**src/rtl/fifo_rd_pkg.sv**
```systemverilog
// Shared defaults and sizing helpers for the async-FIFO read-side drain.
package fifo_rd_pkg;

  localparam int DATA_W_DEF = 8;
  localparam int CNT_W_DEF  = 16;

  // Frame position needs at least one bit even for single-beat frames.
  function automatic int pos_w(input int frame_len);
    return (frame_len > 1) ? $clog2(frame_len) : 1;
  endfunction

endpackage

```
**src/rtl/fifo_skid_buf.sv**
```systemverilog
// Two-entry register buffer: head register drives the output, tail absorbs one extra word.
module fifo_skid_buf
  import fifo_rd_pkg::*;
#(
  parameter int DATA_W = DATA_W_DEF
) (
  input  logic              rd_clk,
  input  logic              rst_n,
  input  logic              flush,
  input  logic              push,
  input  logic [DATA_W-1:0] push_data,
  input  logic              accept,
  output logic [DATA_W-1:0] head_data,
  output logic [1:0]        occ
);

  logic [DATA_W-1:0] head_p1;
  logic [DATA_W-1:0] tail_p1;
  logic [1:0]        occ_p1;

  always_ff @(posedge rd_clk) begin
    if (!rst_n) begin
      occ_p1  <= 2'd0;
      head_p1 <= '0;
      tail_p1 <= '0;
    end else if (flush) begin
      occ_p1 <= 2'd0;
    end else begin
      case ({push, accept})
        2'b10: begin
          if (occ_p1 == 2'd0) head_p1 <= push_data;
          else                tail_p1 <= push_data;
          occ_p1 <= occ_p1 + 2'd1;
        end
        2'b01: begin
          head_p1 <= tail_p1;
          occ_p1  <= occ_p1 - 2'd1;
        end
        2'b11: begin
          // Single occupant leaves as the new word arrives: new word goes straight to head.
          if (occ_p1 == 2'd1) begin
            head_p1 <= push_data;
          end else begin
            head_p1 <= tail_p1;
            tail_p1 <= push_data;
          end
        end
        default: ;
      endcase
    end
  end

  assign head_data = head_p1;
  assign occ       = occ_p1;

endmodule

```
**src/rtl/fifo_rd_drain.sv**
```systemverilog
// Read-domain FIFO consumer: pops into a 2-entry buffer, streams out framed beats with stats.
module fifo_rd_drain
  import fifo_rd_pkg::*;
#(
  parameter int DATA_W    = DATA_W_DEF,
  parameter int FRAME_LEN = 4,
  parameter int CNT_W     = CNT_W_DEF
) (
  input  logic              rd_clk,
  input  logic              rst_n,
  input  logic [DATA_W-1:0] fifo_dout,
  input  logic              fifo_empty,
  output logic              fifo_rd_en,
  input  logic              flush,
  output logic              out_valid,
  input  logic              out_ready,
  output logic [DATA_W-1:0] out_data,
  output logic              out_last,
  output logic [CNT_W-1:0]  beat_cnt,
  output logic [CNT_W-1:0]  stall_cnt
);

  localparam int               POS_W    = pos_w(FRAME_LEN);
  localparam logic [POS_W-1:0] LAST_POS = POS_W'(FRAME_LEN - 1);

  function automatic logic [CNT_W-1:0] sat_inc(input logic [CNT_W-1:0] v, input logic en);
    return (en && (v != '1)) ? v + CNT_W'(1) : v;
  endfunction

  logic [1:0]       occ;
  logic             push;
  logic             accept;
  logic [POS_W-1:0] pos_p1;
  logic [POS_W-1:0] pos_nxt;
  logic             last_p1;

  // Pop decision depends only on registered occupancy, never on out_ready.
  assign push       = rst_n & ~flush & ~fifo_empty & (occ < 2'd2);
  assign fifo_rd_en = push;
  assign out_valid  = (occ != 2'd0);
  assign accept     = out_valid & out_ready;

  fifo_skid_buf #(
    .DATA_W(DATA_W)
  ) u_buf (
    .rd_clk    (rd_clk),
    .rst_n     (rst_n),
    .flush     (flush),
    .push      (push),
    .push_data (fifo_dout),
    .accept    (accept),
    .head_data (out_data),
    .occ       (occ)
  );

  always_comb begin
    pos_nxt = pos_p1;
    if (flush)       pos_nxt = '0;
    else if (accept) pos_nxt = (pos_p1 == LAST_POS) ? '0 : pos_p1 + POS_W'(1);
  end

  // Frame position and statistics stage
  always_ff @(posedge rd_clk) begin
    if (!rst_n) begin
      pos_p1    <= '0;
      last_p1   <= 1'b0;
      beat_cnt  <= '0;
      stall_cnt <= '0;
    end else begin
      pos_p1    <= pos_nxt;
      last_p1   <= (pos_nxt == LAST_POS);
      beat_cnt  <= beat_cnt + CNT_W'(accept);
      stall_cnt <= sat_inc(stall_cnt, out_valid & ~out_ready);
    end
  end

  assign out_last = last_p1;

endmodule

```
**config.mk**
```make
export PLATFORM = sky130hd
export DESIGN_NAME = fifo_rd_drain
export DESIGN_NICKNAME = d
export VERILOG_FILES = /design/src/rtl/fifo_rd_pkg.sv /design/src/rtl/fifo_skid_buf.sv /design/src/rtl/fifo_rd_drain.sv
export SDC_FILE = /design/constraint.sdc
export NUM_CORES = 1
export LEC_CHECK = 0
export CAP_MARGIN = 10
export CORE_MARGIN = 5
export CORE_UTILIZATION = 50
export CTS_BUF_LIST = sky130_fd_sc_hd__clkbuf_8 sky130_fd_sc_hd__clkbuf_16
export DETAILED_ROUTE_END_ITERATION = 12
export DONT_BUFFER_PORTS = 1
export SETUP_SLACK_MARGIN = 0.2
export SYNTH_ARGS = -nofsm -noshare
export SYNTH_HDL_FRONTEND = slang
export SYNTH_HIERARCHICAL = 1
export SYNTH_SLANG_ARGS = --single-unit
```
**constraint.sdc**
```tcl
create_clock -name rd_clk -period 2.8 [get_ports rd_clk]
set_clock_uncertainty 0.2 [all_clocks]
set_input_delay 0.42 -clock rd_clk [delete_from_list [all_inputs] [get_ports rd_clk]]
set_output_delay 0.42 -clock rd_clk [all_outputs]
set_load 0.02 [all_outputs]
```
==> metrics.txt, run 1 <==
placed cell area 2710 um2; RSZ-0062 raised after global routing false; Final Critical Period 2.28 ns; Clk Latency, worst-skew pair 0.30 ns; Pleak 0.945 nW; first-pass GRT wire length 10,000 um; Post-synth EDFFs 0; commonest non-fill, non-tap cell in the layout dfxtp_1; CTS Hold Bufs 0; Core ar. 5140 um2; Final #Nets 325; gpl congestion 0.752; crit end category flip-flop; Least-Margin Pin Slew 0.660 ns; Clock Tree Root clkbuf_8; Post-Synth XOR/XNOR Area 0.0360; VDD IR-drop max 0.000211 V; commonest cells after routing, fill and taps aside dfxtp_1 (53), a21oi_1 (29), nand2_1 (20); Filler Cell Count 512; Area growth syn-to-layout 5.61%; Routed Antenna Nets 0; adder-cell share of the synthesized area 0.0468; largest family of logic cells by synthesized area simple AND/OR/NAND/NOR gates; worst reg-to-reg setup slack 0.52 ns; Rel. slew slack 0.559; Post-Synth Simple-Gate Area 0.246; initial core utilization 0.521; hpwl dp 4350 um; mapped cell area 2680 um2; crit share post-route 0.813; Synth Area in Compound Gates 0.203; vias 2,211; Worst Hold Class in -> reg; post-CTS resize count 0; clock-pin slew on the worst setup and hold paths 0.09 ns; DP Cell Count 365; worst slack at placement 0.391 ns; FF-to-FF End u_buf/head_data[5]$_SDFFE_PN0P_; port bufs 0; final cell count without fillers 373; Mapped Cells 306; Primary FF master, synth dfxtp_1; DIE HEIGHT 83.2 um; Worst R2R Path Depth 9; die area 6920 um2; Post-CTS Setup Bufs 0; critical path type reg -> reg; GRT Overall Usage 0.170; remaining global-route overflow 0; fraction of the yosys area taken by sequential cells 0.396; Non-Filler Cell Area, Final 2830 um2; Post-synth ARST share 0; status completed; cts bufs inserted 5; chip width 83.2 um; detailed router's first-iteration violation count 172; row count 26; I/O pins 56; CTS tree done; Hold EP beat_cnt[0]$_SDFF_PN0_; post-synth cell types 49; largest net degree at the start of global routing 26; worst path arrival time 2.24 ns; overall power 1.38 mW; Hold Path Cell Cnt 1; Worst Path Max Fanout 9; Pre-antenna DRT Iters 4; HP Start rst_n; CTS Sinks 53; R2R Path Start u_buf/occ[0]$_SDFFE_PP0P_; vias in the first global route 2,015; H-tree levels 2; fraction of layout cells with a size suffix above 1 0.0693; Via density 5.93; mux cell area share after synthesis 0.0262; Bufs on Longest Clock Path 2; average size of a mapped cell 8.75 um2; Synthesized Nets 329; Pwr Density 488 nW/um2; WL per Instance 15.6 um; fmax 439 MHz; Max-Cap Viols 0; routed wire length 5810 um; Worst Path Required 2.77 ns; YS warnings 6; initial antenna violation count 0; n_diodes 0; Hold Vio Cnt, Final 0; Max Slew Vio Count 0; #FFs+latches synth 53; Final setup viols 0; setup TNS 0 ns; Startpoint Class flip-flop; worst setup margin 0.523 ns; DR DRC count 0
kinds of logic after synthesis:
family	count (synthesis)
compound gates	85
simple gates	115
xor+xnor	11
buf+inv	25
flops	53
mux	7
fa+ha+maj	10
worst max-delay path, stage by stage, from the launching register on:
cell and delay (ns):
dfxtp_1 0.43, o21ai_1 0.11, buf_4 0.16, inv_1 0.18, inv_1 0.10, ha_1 0.26
nor2b_1 0.14, buf_4 0.17, nor3_4 0.25, a311oi_1 0.15
registers in the layout, summed over array words and instances, names as in the netlist:
| register | flops |
|---|---|
| u_buf/tail_p1 | 8 |
| beat_cnt | 16 |
| pos_p1 | 2 |
| stall_cnt | 16 |
| out_last | 1 |
| u_buf/head_data | 8 |
| u_buf/occ | 2 |
cell type report:
type	count	area (um2)	share of cell area
clock buffer	6	82.6	0.0292
inverter	10	37.5	0.0133
clock inverter	2	33.8	0.0120
sequential	53	1060	0.375
timing repair buffer	4	30.0	0.0106
tap	70	87.6	0.0310
multi-input combinational	228	1490	0.529
worst max path at each step:
| stage | cells after the start | end | slack (ns) | start |
|---|---|---|---|---|
| floorplan | 9 | u_buf/head_data[0]$_SDFFE_PN0P_ | 0.32 | flush |
| global placement | 6 | u_buf/tail_p1[1]$_SDFFE_PN0P_ | 0.46 | flush |
| detailed placement | 6 | u_buf/tail_p1[6]$_SDFFE_PN0P_ | 0.39 | flush |
| CTS | 9 | u_buf/head_data[5]$_SDFFE_PN0P_ | 0.50 | u_buf/occ[0]$_SDFFE_PP0P_ |
| global route | 8 | u_buf/tail_p1[6]$_SDFFE_PN0P_ | 0.23 | u_buf/occ[1]$_SDFFE_PP0P_ |
| finish | 9 | u_buf/head_data[5]$_SDFFE_PN0P_ | 0.52 | u_buf/occ[0]$_SDFFE_PP0P_ |
synthesized netlist by cell type (4+ instances only):
| master | count | share of area |
|---|---|---|
| mux2i_1 | 7 | 0.026 |
| xnor2_1 | 6 | 0.020 |
| a21oi_1 | 29 | 0.054 |
| nand2b_1 | 11 | 0.026 |
| and4_1 | 4 | 0.013 |
| nor2_1 | 15 | 0.021 |
| xor2_1 | 5 | 0.016 |
| nor3_1 | 4 | 0.0075 |
| buf_2 | 4 | 0.0075 |
| nand4_1 | 9 | 0.021 |
| a311oi_1 | 8 | 0.026 |
| o21ai_0 | 15 | 0.028 |
| ha_1 | 10 | 0.047 |
| o211ai_1 | 8 | 0.022 |
| and3_1 | 6 | 0.014 |
| and2_1 | 5 | 0.012 |
| dfxtp_1 | 53 | 0.40 |
| nand2_1 | 20 | 0.028 |
| o31ai_1 | 11 | 0.031 |
| inv_1 | 10 | 0.014 |
| nand3_1 | 17 | 0.032 |
| or3_1 | 5 | 0.012 |
| clkbuf_1 | 6 | 0.0084 |
per-stage QoR:
step,hold WS [ns],utilization
after global routing,0.0254,0.550
after floorplan,0.245,-
after CTS,0.0276,0.550
after global placement,0.255,0.527
final,0.0421,0.550
after detailed placement,0.260,0.527
power by group:
part	leakage (nW)	switching [mW]	total [mW]	internal, mW
Combinational	0.454	0.0497	0.0780	0.0284
Sequential	0.428	0.0164	0.779	0.763
Clock	0.0626	0.235	0.523	0.288
routing by layer:
metal  share of wire  track usage  wire length, um
met1            0.48        0.236             2770
met2            0.44        0.251             2550
met3           0.073       0.0594              425
met4           0.012       0.0461               70
met5               0            0                0
No activity file was read; power rests on OpenSTA's default activity.
==> run 2: changes to the inputs <==
- PLACE_DENSITY: not set -> 0.68
- clock period: 2.8 -> 1.9 ns (I/O delays scaled with it)
==> run 2 against run 1 <==
  * Sequential share of layout area fell by 10 points
  * Total power rose by 45%
  * Via count rose by 22%
  * Wire length rose by 36%
  * Critical path type unchanged
  * Largest cell class unchanged
  * Highest routed layer unchanged
==> metrics.txt, run 2 (synthesized netlist as in run 1, its figures left out) <==
cts bufs inserted 5 (unchanged); worst path arrival time 1.84 ns (-0.40 ns); first-pass GRT wire length 12,500 um (+25%); Pleak 1.41 nW (+49%); Flop pwr share 0.572 (+0.007); n_diodes 0 (unchanged); row count 26 (unchanged); initial antenna violation count 0 (unchanged); Pre-antenna DRT Iters 4 (unchanged); Worst R2R Path Depth 6 (-3); routed wire length 7920 um (+36%); crit end category flip-flop; Clk pwr share 0.310 (-0.069); Area growth syn-to-layout 49.6%; switching share of power 0.259 (+0.0411); CTS Sinks 53 (unchanged); placed cell area 3170 um2 (+17%); status completed; Filler Cell Count 380 (-26%); multi-input logic area 1950 um2 (+31%); internal power 1.48 mW (+37%); hpwl dp 4890 um (+12%); I/O pins 56 (unchanged); initial core utilization 0.521 (unchanged); final cell count without fillers 453 (+21%); commonest non-fill, non-tap cell in the layout buf_4; fmax 547 MHz (+24%); H-tree levels 2 (unchanged); DR DRC count 0 (unchanged); clock-pin slew on the worst setup and hold paths 0.10 ns (about the same); Top Registers beat_cnt: 16 flops, stall_cnt: 16 flops; Hold Vio Cnt, Final 0 (unchanged); Core ar. 5140 um2 (unchanged); DIE HEIGHT 83.2 um (unchanged); Final Critical Period 1.83 ns (-0.447 ns); Via density 5.97 (+0.70%); Non-Filler Cell Area, Final 4000 um2 (+42%); Bufs on Longest Clock Path 2 (unchanged); remaining global-route overflow 0 (unchanged); Least-Margin Pin Slew 0.713 ns (+0.0525 ns); gpl congestion 0.862 (+15%); die area 6920 um2 (unchanged); Hold Path Cell Cnt 3 (+2); Final #Nets 405 (+25%); crit share post-route 0.963 (+0.150); Rel. slew slack 0.524 (-0.0351); DP Cell Count 408 (+12%); detailed router's first-iteration violation count 106 (-38%); Startpoint Class flip-flop; Worst Path Required 1.91 ns (-0.86 ns); Routed Antenna Nets 0 (unchanged); VDD IR-drop max 0.000327 V (+55%); fraction of layout cells with a size suffix above 1 0.386 (+0.317); commonest cells after routing, fill and taps aside buf_4 (43), dfxtp_1 (41), dlygate4sd3_1 (26); Worst Path Max Fanout 8 (-1); Max Slew Vio Count 0 (unchanged); Final setup viols 0 (unchanged); critical path type reg -> reg; Logic pwr share 0.118 (+0.061); vias in the first global route 2,605 (+29%); chip width 83.2 um (unchanged); Clk Latency, worst-skew pair 0.30 ns (about the same); Pwr Density 500 nW/um2 (+2.3%); Sequential Area 1090 um2 (+2.6%); GRT Overall Usage 0.213 (+0.0429); Worst Hold Class in -> reg; CTS tree done; vias 2,704 (+22%); port bufs 0 (unchanged); largest net degree at the start of global routing 26 (unchanged); Max-Cap Viols 0 (unchanged); WL per Instance 17.5 um (+12%); RSZ-0062 raised after global routing true; Clock Tree Root clkbuf_8; Psw 518 uW (+72%)
run 2: cell count changes in the layout (fill, tap and decap cells not counted), sizes merged:
cell | previous run | this run
clkinvlp | 0 | 1
dlygate4sd3 | 0 | 26
clkbuf | 6 | 5
buf | 4 | 58
inv | 11 | 12
bufinv | 1 | 0
run 2: path summary, 6_finish.rpt:
kind | from | end | slack (ns)
worst min-delay path | rst_n | pos_p1[1]$_SDFF_PN0_ | 0.03
worst max-delay path | u_buf/occ[1]$_SDFFE_PP0P_ | u_buf/head_data[4]$_SDFFE_PN0P_ | 0.07
worst max register to register | u_buf/occ[1]$_SDFFE_PP0P_ | u_buf/head_data[4]$_SDFFE_PN0P_ | 0.07
worst min register to register | u_buf/tail_p1[7]$_SDFFE_PN0P_ | u_buf/tail_p1[7]$_SDFFE_PN0P_ | 0.28
run 2: metrics by stage:
stage | total power, mW | util | TNS [ns] | setup slack (ns) | hold WS [ns]
4_1_cts | 1.97 | 0.723 | 0 | 0.115 | -0.101
2_1_floorplan | 1.28 | - | -0.0956 | -0.0120 | 0.231
3_3_place_gp | 1.31 | 0.617 | -0.0155 | -0.0155 | 0.215
3_5_place_dp | 1.31 | 0.617 | -0.608 | -0.0781 | 0.215
6_report | 2.00 | 0.779 | 0 | 0.0707 | 0.0258
5_1_grt | 2.08 | 0.779 | 0 | 0.0115 | 0.0302
run 2: layer usage:
metal  up-vias  wire, um  track usage
li1       1298         -            -
met1      1308      3240        0.268
met2        77      4070        0.362
met5         -         0            0
met4         0       171       0.0698
met3        21       432       0.0465
run 2: layout make-up:
type,count,share of cell area
multi-input combinational,228,0.487
sequential,53,0.272
timing repair buffer,84,0.188
tap,70,0.0219
clock buffer,5,0.0172
inverter,10,0.0100
clock inverter,3,0.00375
run 2: repair_timing:
item / in CTS / in global routing
pin swaps: 17 / 25
hold buffers: 24 / 2
endpoints found under the hold margin: 32 / 8
resized for setup: 45 / 45
setup buffers: 5 / 6
setup endpoints to repair: 36 / 42
run 2: power groups by stage:
stage	Clock (mW)	Sequential, mW	Combinational [mW]
3_3_place_gp	0	1.17	0.136
5_1_grt	0.681	1.15	0.255
2_1_floorplan	0	1.17	0.107
6_report	0.619	1.14	0.237
3_5_place_dp	0	1.17	0.140
4_1_cts	0.636	1.14	0.192
run 2: critical path, cell delays in order, from the launching register on:
cell	delay, ns
dfxtp_4	0.39
nor3_4	0.20
inv_1	0.11
ha_2	0.22
nor2_4	0.21
a21oi_1	0.13
a311oi_2	0.29
